<file path="config.mk">
export PLATFORM = sky130hd
export DESIGN_NAME = lfsr_encrypter
export DESIGN_NICKNAME = d
export VERILOG_FILES = /design/src/rtl/lfsr_encrypter.sv
export SDC_FILE = /design/constraint.sdc
export NUM_CORES = 1
export LEC_CHECK = 0
export ABC_CLOCK_PERIOD_IN_PS = 4800
export CORE_MARGIN = 3
export CORE_UTILIZATION = 51
export DETAILED_ROUTE_END_ITERATION = 8
export GPL_TIMING_DRIVEN = 0
export PLACE_DENSITY = 0.86
export SLEW_MARGIN = 15
export SYNTH_ARGS = -nofsm -noshare
export SYNTH_HDL_FRONTEND = slang
export SYNTH_SLANG_ARGS = --single-unit
</file>
<file path="constraint.sdc">
create_clock -name clk -period 4.8 [get_ports clk]
set_input_delay 0.96 -clock clk [delete_from_list [all_inputs] [get_ports clk]]
set_output_delay 0.96 -clock clk [all_outputs]
set_load 0.03 [all_outputs]
</file>
<file path="src/rtl/lfsr_encrypter.sv">
// Encrypting sequencer: emits a filler preamble followed by plaintext read from
// the data memory, each byte XORed with a 6-bit LFSR keystream, one write per clock.
module lfsr_encrypter #(
  parameter int             W        = 8,
  parameter int             ADDR_W   = 8,
  parameter int             PT_BASE  = 0,
  parameter int             CT_BASE  = 64,
  parameter int             CT_LEN   = 64,
  parameter logic [W-1:0]   PRE_CHAR = 8'h5F
) (
  input  logic              clk,
  input  logic              rst_n,
  input  logic              start,
  input  logic [3:0]        pre_len,
  input  logic [3:0]        tap_sel,
  input  logic [5:0]        seed,
  input  logic [W-1:0]      mem_rdata,
  output logic [ADDR_W-1:0] mem_raddr,
  output logic [ADDR_W-1:0] mem_waddr,
  output logic              mem_we,
  output logic [W-1:0]      mem_wdata,
  output logic              busy,
  output logic              done
);

  localparam int KW = $clog2(CT_LEN + 1);

  typedef enum logic [1:0] {IDLE, RUN, DONE} state_t;

  state_t        state_reg, state_next;
  logic [KW-1:0] k_reg, k_next;
  logic [5:0]    lfsr_reg, lfsr_next;
  logic [5:0]    taps_reg, taps_next;
  logic [3:0]    plen_reg, plen_next;

  logic [5:0]    taps_lookup;
  logic [3:0]    plen_clamped;
  logic          in_preamble;
  logic [W-1:0]  p_byte;

  // Out-of-range selects fall back to the first pattern.
  always_comb begin
    case (tap_sel)
      4'd0:    taps_lookup = 6'h21;
      4'd1:    taps_lookup = 6'h2D;
      4'd2:    taps_lookup = 6'h30;
      4'd3:    taps_lookup = 6'h33;
      4'd4:    taps_lookup = 6'h36;
      4'd5:    taps_lookup = 6'h39;
      4'd6:    taps_lookup = 6'h3C;
      4'd7:    taps_lookup = 6'h3E;
      4'd8:    taps_lookup = 6'h3F;
      default: taps_lookup = 6'h21;
    endcase
  end

  always_comb begin
    if (pre_len < 4'd7)       plen_clamped = 4'd7;
    else if (pre_len > 4'd12) plen_clamped = 4'd12;
    else                      plen_clamped = pre_len;
  end

  always_ff @(posedge clk or negedge rst_n) begin
    if (!rst_n) begin
      state_reg <= IDLE;
      k_reg     <= '0;
      lfsr_reg  <= '0;
      taps_reg  <= '0;
      plen_reg  <= '0;
    end else begin
      state_reg <= state_next;
      k_reg     <= k_next;
      lfsr_reg  <= lfsr_next;
      taps_reg  <= taps_next;
      plen_reg  <= plen_next;
    end
  end

  always_comb begin
    state_next = state_reg;
    k_next     = k_reg;
    lfsr_next  = lfsr_reg;
    taps_next  = taps_reg;
    plen_next  = plen_reg;
    case (state_reg)
      IDLE: begin
        if (start) begin
          state_next = RUN;
          k_next     = '0;
          taps_next  = taps_lookup;
          plen_next  = plen_clamped;
          // An all-zero seed would lock the LFSR at zero.
          lfsr_next  = (seed == 6'd0) ? 6'h01 : seed;
        end
      end
      RUN: begin
        k_next    = k_reg + 1'b1;
        lfsr_next = {lfsr_reg[4:0], ^(lfsr_reg & taps_reg)};
        if (k_reg == KW'(CT_LEN - 1)) state_next = DONE;
      end
      DONE:    state_next = IDLE;
      default: state_next = IDLE;
    endcase
  end

  // Outputs decode straight from state, so an asynchronous reset kills mem_we at once.
  assign in_preamble = (k_reg < KW'(plen_reg));
  assign p_byte      = in_preamble ? PRE_CHAR : mem_rdata;

  always_comb begin
    mem_raddr = '0;
    mem_waddr = '0;
    mem_we    = 1'b0;
    mem_wdata = '0;
    busy      = (state_reg == RUN);
    done      = (state_reg == DONE);
    if (state_reg == RUN) begin
      mem_we    = 1'b1;
      mem_waddr = ADDR_W'(CT_BASE) + ADDR_W'(k_reg);
      mem_wdata = p_byte ^ W'(lfsr_reg);
      if (!in_preamble)
        mem_raddr = ADDR_W'(PT_BASE) + ADDR_W'(k_reg) - ADDR_W'(plen_reg);
    end
  end

endmodule
</file>
==> key figures, run 1 <==
Critical path
  – WS Path Type: reg -> out
  – CP Launch Type: flop
  – CP peak stage delay: 0.68 ns
  – Req. time, crit path: 3.84 ns
  – Crit path buffers/inverters: 4
  – Worst Path Max Fanout: 10
  – Critical path's top delay family: buffers and inverters
  – Slowest CP cell: clkdlybuf4s50_1
  – Critical path arrival: 3.15 ns
  – Crit. End Element: output pin
  – Worst path cell trace: inv_1, ha_1, inv_1, fa_1, a21o_1, a211oi_2, buf_4, nor2_1, xor2_1, nor2_1, clkdlybuf4s50_1

Final layout
  – Total Nets Final: 294
  – Diodes inserted: 0
  – Layout cells sized above 1: 5.45%
  – Fillers: 252
  – Max reg flops: 7
  – Synth-to-Final Area Change: 33.6%

Synth
  – Synthesized area per cell: 8.47 um^2
  – Post-Syn Instances: 203
  – Unique masters post-synth: 40
  – Dominant synthesized flop cell: dfrtp_1
  – Syn nets: 239
  – #FFs+latches synth: 25
  – Sequential area share after synthesis: 36.4%
  – Async set or reset register ratio after synthesis: 100%
  – Synth warn: 0
  – Post-synth top area share: 36.4%
  – Synth top cells by count: nor2_1 (32), dfrtp_1 (25), nand2_1 (20)
  – Synth top area cells: dfrtp_1 (36%), ha_1 (7.3%), nor2_1 (7.0%)
  – Synth area leader: dfrtp_1
  – EDFF count, synth: 0
  – Mapped Area: 1720 um^2
  – Most numerous cell in the Yosys netlist: nor2_1

Timing
  – RSZ-0062 raised after global routing: false
  – Max Slew Vio Count: 0
  – Final hold viol count: 0
  – Tmin final: 4.11 ns
  – Worst rel slew slack: 55.2%
  – Fin Clk Skew: 0.0139 ns
  – Endpoints failing setup: 0
  – Fmax: 243 MHz
  – Tightest Pin Transition: 0.671 ns
  – Setup TNS: 0 ns
  – Fin crit share: 85.6%

Placed design
  – Buffers added on ports: 50
  – Final RePlAce weighted congestion: 0.809
  – Half-perimeter wire length after placement: 3140 um

Clocking
  – Post-CTS Resized: 0
  – Post-CTS setup buffers: 0
  – Clock tree buffer depth: 2
  – # clock sinks: 25
  – Hold buffers post-CTS: 0
  – Cts bufs inserted: 3
  – CTS H-tree depth: 1
  – Clock-pin slew of the registers on the worst-case setup and hold paths: 0.14 ns
  – Clk_lat worst skew: 0.33 ns
  – CTS tree: done
  – Root Buffer: clkbuf_4

Min path
  – HP Class: reg -> reg

Pwr
  – Pleak: 0.998 nW
  – PwrDens: 695 nW/um^2
  – Maximum vdd drop: 0.000234 V
  – Tot Pwr: 0.00160 W

Drt
  – DRC Markers: 0
  – Total Wirelength: 3970 um
  – Via count: 1606
  – Wire per inst: 13.2 um
  – DRT iter0 DRCs: 96
  – Via-per-instance ratio: 5.34
  – Post-DRT Antenna Nets: 0
  – First drt pass iteration count: 4

Global route
  – Vias in the first global route: 1545
  – Met1 Track Usage GR: 27.9%
  – GRT overflow: 0
  – Grt met2 use: 34.8%
  – Total GRT Usage: 21.4%
  – Initial antenna violation count: 0
  – Largest net degree at the start of global routing: 26
  – Top Usage Layer GRT: met2
  – Met3 Use GR: 3.87%
  – Global-route wire length before repair: 6910 um

Run
  – Max-cap viol count: 0

Floorplan
  – Num rows: 20
  – Initial core utilization: 55.0%
  – Die ar.: 4100 um^2
  – Core ar.: 3130 um^2
  – I/O pin cnt: 52
  – Chip width: 64.1 um
  – Die Y: 64.1 um

Run status
  – Status: finished, final reports clean
==> cell type report <==
type | instances | area, um^2 | share of cell area (%)
multi-input combinational | 158 | 1000 | 43.6
inverter | 10 | 37.5 | 1.63
sequential | 25 | 626 | 27.2
buffer | 10 | 53.8 | 2.34
tap | 44 | 55.1 | 2.40
timing repair buffer | 50 | 495 | 21.6
clock buffer | 3 | 22.5 | 0.980
clock inverter | 1 | 5.00 | 0.218
==> where the power goes <==
part,switching [W],internal [W],total (W)
clock network,0.0000631,0.0000312,0.0000944
logic,0.000626,0.000517,0.00114
registers,0.0000744,0.000285,0.000359
==> cell usage in the layout (no fill, tap or decap), types with 2 or more instances in the layout <==
cell type and instances:
o221ai_1 2, clkdlybuf4s50_1 49, nor3b_1 2, buf_4 2, o21a_1 2, nor2_1 32, nand2b_1 5, inv_1 10
a21oi_1 10, nor3_1 2, mux2i_1 6, a31oi_1 4, and3_1 2, and2_1 8, a211oi_1 2, xnor2_1 7
nand2_1 20, buf_2 2, dfrtp_1 25, a21o_1 5, ha_1 10, xor2_1 6, nor2b_1 2, clkbuf_1 5
clkbuf_4 3, o21ai_0 17
==> per-layer routing <==
layer  wire (um)  up-vias  share of wire (%)
met5           0        -                  0
met4          55        0                1.4
met3         236        4                5.9
met2        1870       53                 47
met1        1810      750                 46
li1            -      799                  -
==> cells by family after synthesis <==
family	Yosys count	synth area share (%)
mux	7	4.15
flops	25	36.4
fa+ha+maj	11	8.44
compound gates	46	16.4
buf+inv	20	5.31
xor+xnor	13	6.62
simple gates	81	22.6
==> stage by stage <==
step,instance area (um^2),cells,hold slack [ns],worst slack (ns),util [%]
2_1_floorplan,1720,203,0.440,1.62,-
6_report,2300,301,0.491,0.691,73.4
3_3_place_gp,2270,297,0.455,1.11,72.7
3_5_place_dp,2270,297,0.458,1.09,72.7
5_1_grt,2300,301,0.513,0.459,73.4
4_1_cts,2300,301,0.492,0.688,73.6
==> path summary, 6_finish.rpt <==
kind                                   start           end  slack (ns)  cells after the start
worst max-delay path                k_reg[0]  mem_wdata[3]        0.69                     11
worst min-delay path             taps_reg[5]   taps_reg[5]        0.49                      1
worst max register to register  state_reg[0]   lfsr_reg[4]        3.11                      3
worst min register to register   taps_reg[5]   taps_reg[5]        0.49                      1
max in group asynchronous              rst_n   lfsr_reg[4]        3.84                      1
min in group asynchronous              rst_n      k_reg[3]        0.59                      1
Note: power is estimated with default switching activity, not from simulation.
==> run 2: changes to the inputs <==
--- a/config.mk
+++ b/config.mk
@@ -6,9 +6,11 @@
 export NUM_CORES = 1
 export LEC_CHECK = 0
 export ABC_CLOCK_PERIOD_IN_PS = 4800
+export CORE_ASPECT_RATIO = 0.9
 export CORE_MARGIN = 3
 export CORE_UTILIZATION = 51
 export DETAILED_ROUTE_END_ITERATION = 8
+export GPL_ROUTABILITY_DRIVEN = 0
 export GPL_TIMING_DRIVEN = 0
 export PLACE_DENSITY = 0.86
 export SLEW_MARGIN = 15
==> key figures, run 2 (synthesis gave the netlist of run 1 again) <==
Run status
  – Status: finished, final reports clean

Floorplan
  – Num rows: 19
  – Core ar.: 3140 um^2
  – Die Y: 61.1 um
  – I/O pin cnt: 52
  – Chip width: 67.2 um
  – Die ar.: 4100 um^2
  – Initial core utilization: 54.8%

Global route
  – Global-route wire length before repair: 6450 um
  – Total GRT Usage: 20.5%
  – GRT overflow: 0
  – Largest net degree at the start of global routing: 26
  – Vias in the first global route: 1456
  – Initial antenna violation count: 0

Final layout
  – Max reg flops: 7
  – Non-filler instance count after layout: 299
  – Fillers: 277
  – FF+latch area: 626 um^2
  – Synth-to-Final Area Change: 34.6%
  – Layout cells sized above 1: 5.45%
  – Diodes inserted: 0
  – Area of the multi-input gates: 1000 um^2
  – Total Nets Final: 294
  – Most frequent cells in the layout: clkdlybuf4s50_1 (49), nor2_1 (32), dfrtp_1 (25)
  – Most common cell after layout, fill and taps aside: clkdlybuf4s50_1
  – Post-route cell area: 2310 um^2

Clocking
  – Post-CTS Resized: 0
  – Clock tree buffer depth: 2
  – CTS tree: done
  – Hold buffers post-CTS: 0
  – Clk_lat worst skew: 0.27 ns
  – CTS H-tree depth: 1
  – Root Buffer: clkbuf_8
  – # clock sinks: 25
  – Cts bufs inserted: 3
  – Clock-pin slew of the registers on the worst-case setup and hold paths: 0.09 ns
  – Post-CTS setup buffers: 0

Drt
  – Post-DRT Antenna Nets: 0
  – Total Wirelength: 3870 um
  – DRT iter0 DRCs: 66
  – First drt pass iteration count: 4
  – Via count: 1569
  – DRC Markers: 0
  – Via-per-instance ratio: 5.25
  – Wire per inst: 13.0 um

Timing
  – Worst rel slew slack: 64.1%
  – Tightest Pin Transition: 0.537 ns
  – Fin Clk Skew: 0.00357 ns
  – Max Slew Vio Count: 0
  – RSZ-0062 raised after global routing: false
  – Tmin final: 4.01 ns
  – Fmax: 249 MHz
  – Endpoints failing setup: 0
  – Fin crit share: 83.6%
  – WHS: 0.487 ns
  – Setup TNS: 0 ns
  – Final hold viol count: 0

Critical path
  – WS Path Type: reg -> out
  – R2r setup slk: 3.13 ns
  – Worst R2R Start: state_reg[0]
  – FF-to-FF End: taps_reg[4]
  – Worst Path Max Fanout: 10
  – R2R depth: 4
  – CP Launch Type: flop
  – Req. time, crit path: 3.84 ns
  – Critical path arrival: 3.05 ns
  – Crit. End Element: output pin

Placed design
  – Placed inst area: 2270 um^2
  – Buffers added on ports: 50
  – Placed cells: 295
  – Half-perimeter wire length after placement: 3080 um

Min path
  – Worst hold endpoint: taps_reg[5]
  – Hold-critical path depth: 1
  – HP Class: reg -> reg
  – Min-delay src: taps_reg[5]

Pwr
  – PwrDens: 703 nW/um^2
  – Pleak: 1.01 nW
  – Maximum vdd drop: 0.000309 V
  – Tot Pwr: 0.00163 W

Run
  – Max-cap viol count: 0
==> run 2: changes by cell type in the layout (fill, tap and decap cells not counted) <==
cell      change
clkbuf_4      -3
clkbuf_8      +3
==> run 2: area by class of cell <==
cell class	instances	share of cell area, %
Tap cell	42	2.27
Sequential cell	25	27.0
Buffer	10	2.33
Multi-Input combinational cell	158	43.3
Inverter	10	1.62
Clock buffer	3	1.78
Clock inverter	1	0.216
Timing Repair Buffer	50	21.4
==> run 2: critical path: stages, from the launching register on <==
cell and delay, ns:
dfrtp_1 0.43, inv_1 0.09, ha_1 0.14, inv_1 0.06, fa_1 0.41, a21o_1 0.23
a211oi_2 0.26, buf_4 0.21, nor2_1 0.06, xor2_1 0.13, nor2_1 0.09, clkdlybuf4s50_1 0.68
==> run 2: worst max path at each step <==
stage | from | end
after floorplan | k_reg[0] | mem_wdata[1]
after global placement | k_reg[0] | mem_wdata[4]
after detailed placement | k_reg[0] | mem_wdata[4]
after CTS | k_reg[0] | mem_wdata[3]
after global routing | k_reg[0] | mem_wdata[4]
final | k_reg[0] | mem_wdata[3]
==> run 2: where the power goes <==
| part | switching, W | leakage [nW] | internal (W) |
|---|---|---|---|
| logic | 0.000623 | 0.689 | 0.000518 |
| registers | 0.0000769 | 0.292 | 0.000285 |
| clock network | 0.0000657 | 0.0255 | 0.0000580 |
==> run 2: per-stage QoR <==
step,worst slack (ns),utilization [%]
6_report,0.788,73.7
3_5_place_dp,1.08,72.4
5_1_grt,0.605,73.7
3_3_place_gp,1.12,72.4
4_1_cts,0.781,73.9
2_1_floorplan,1.62,-
==> run 2: layer usage <==
layer	vias to the layer above	share of wire, %	GRT usage, %
li1	793	-	-
met1	723	48	27.7
met2	46	44	35.2
met3	7	6.1	2.01
met4	0	1.6	6.36
met5	-	0	0
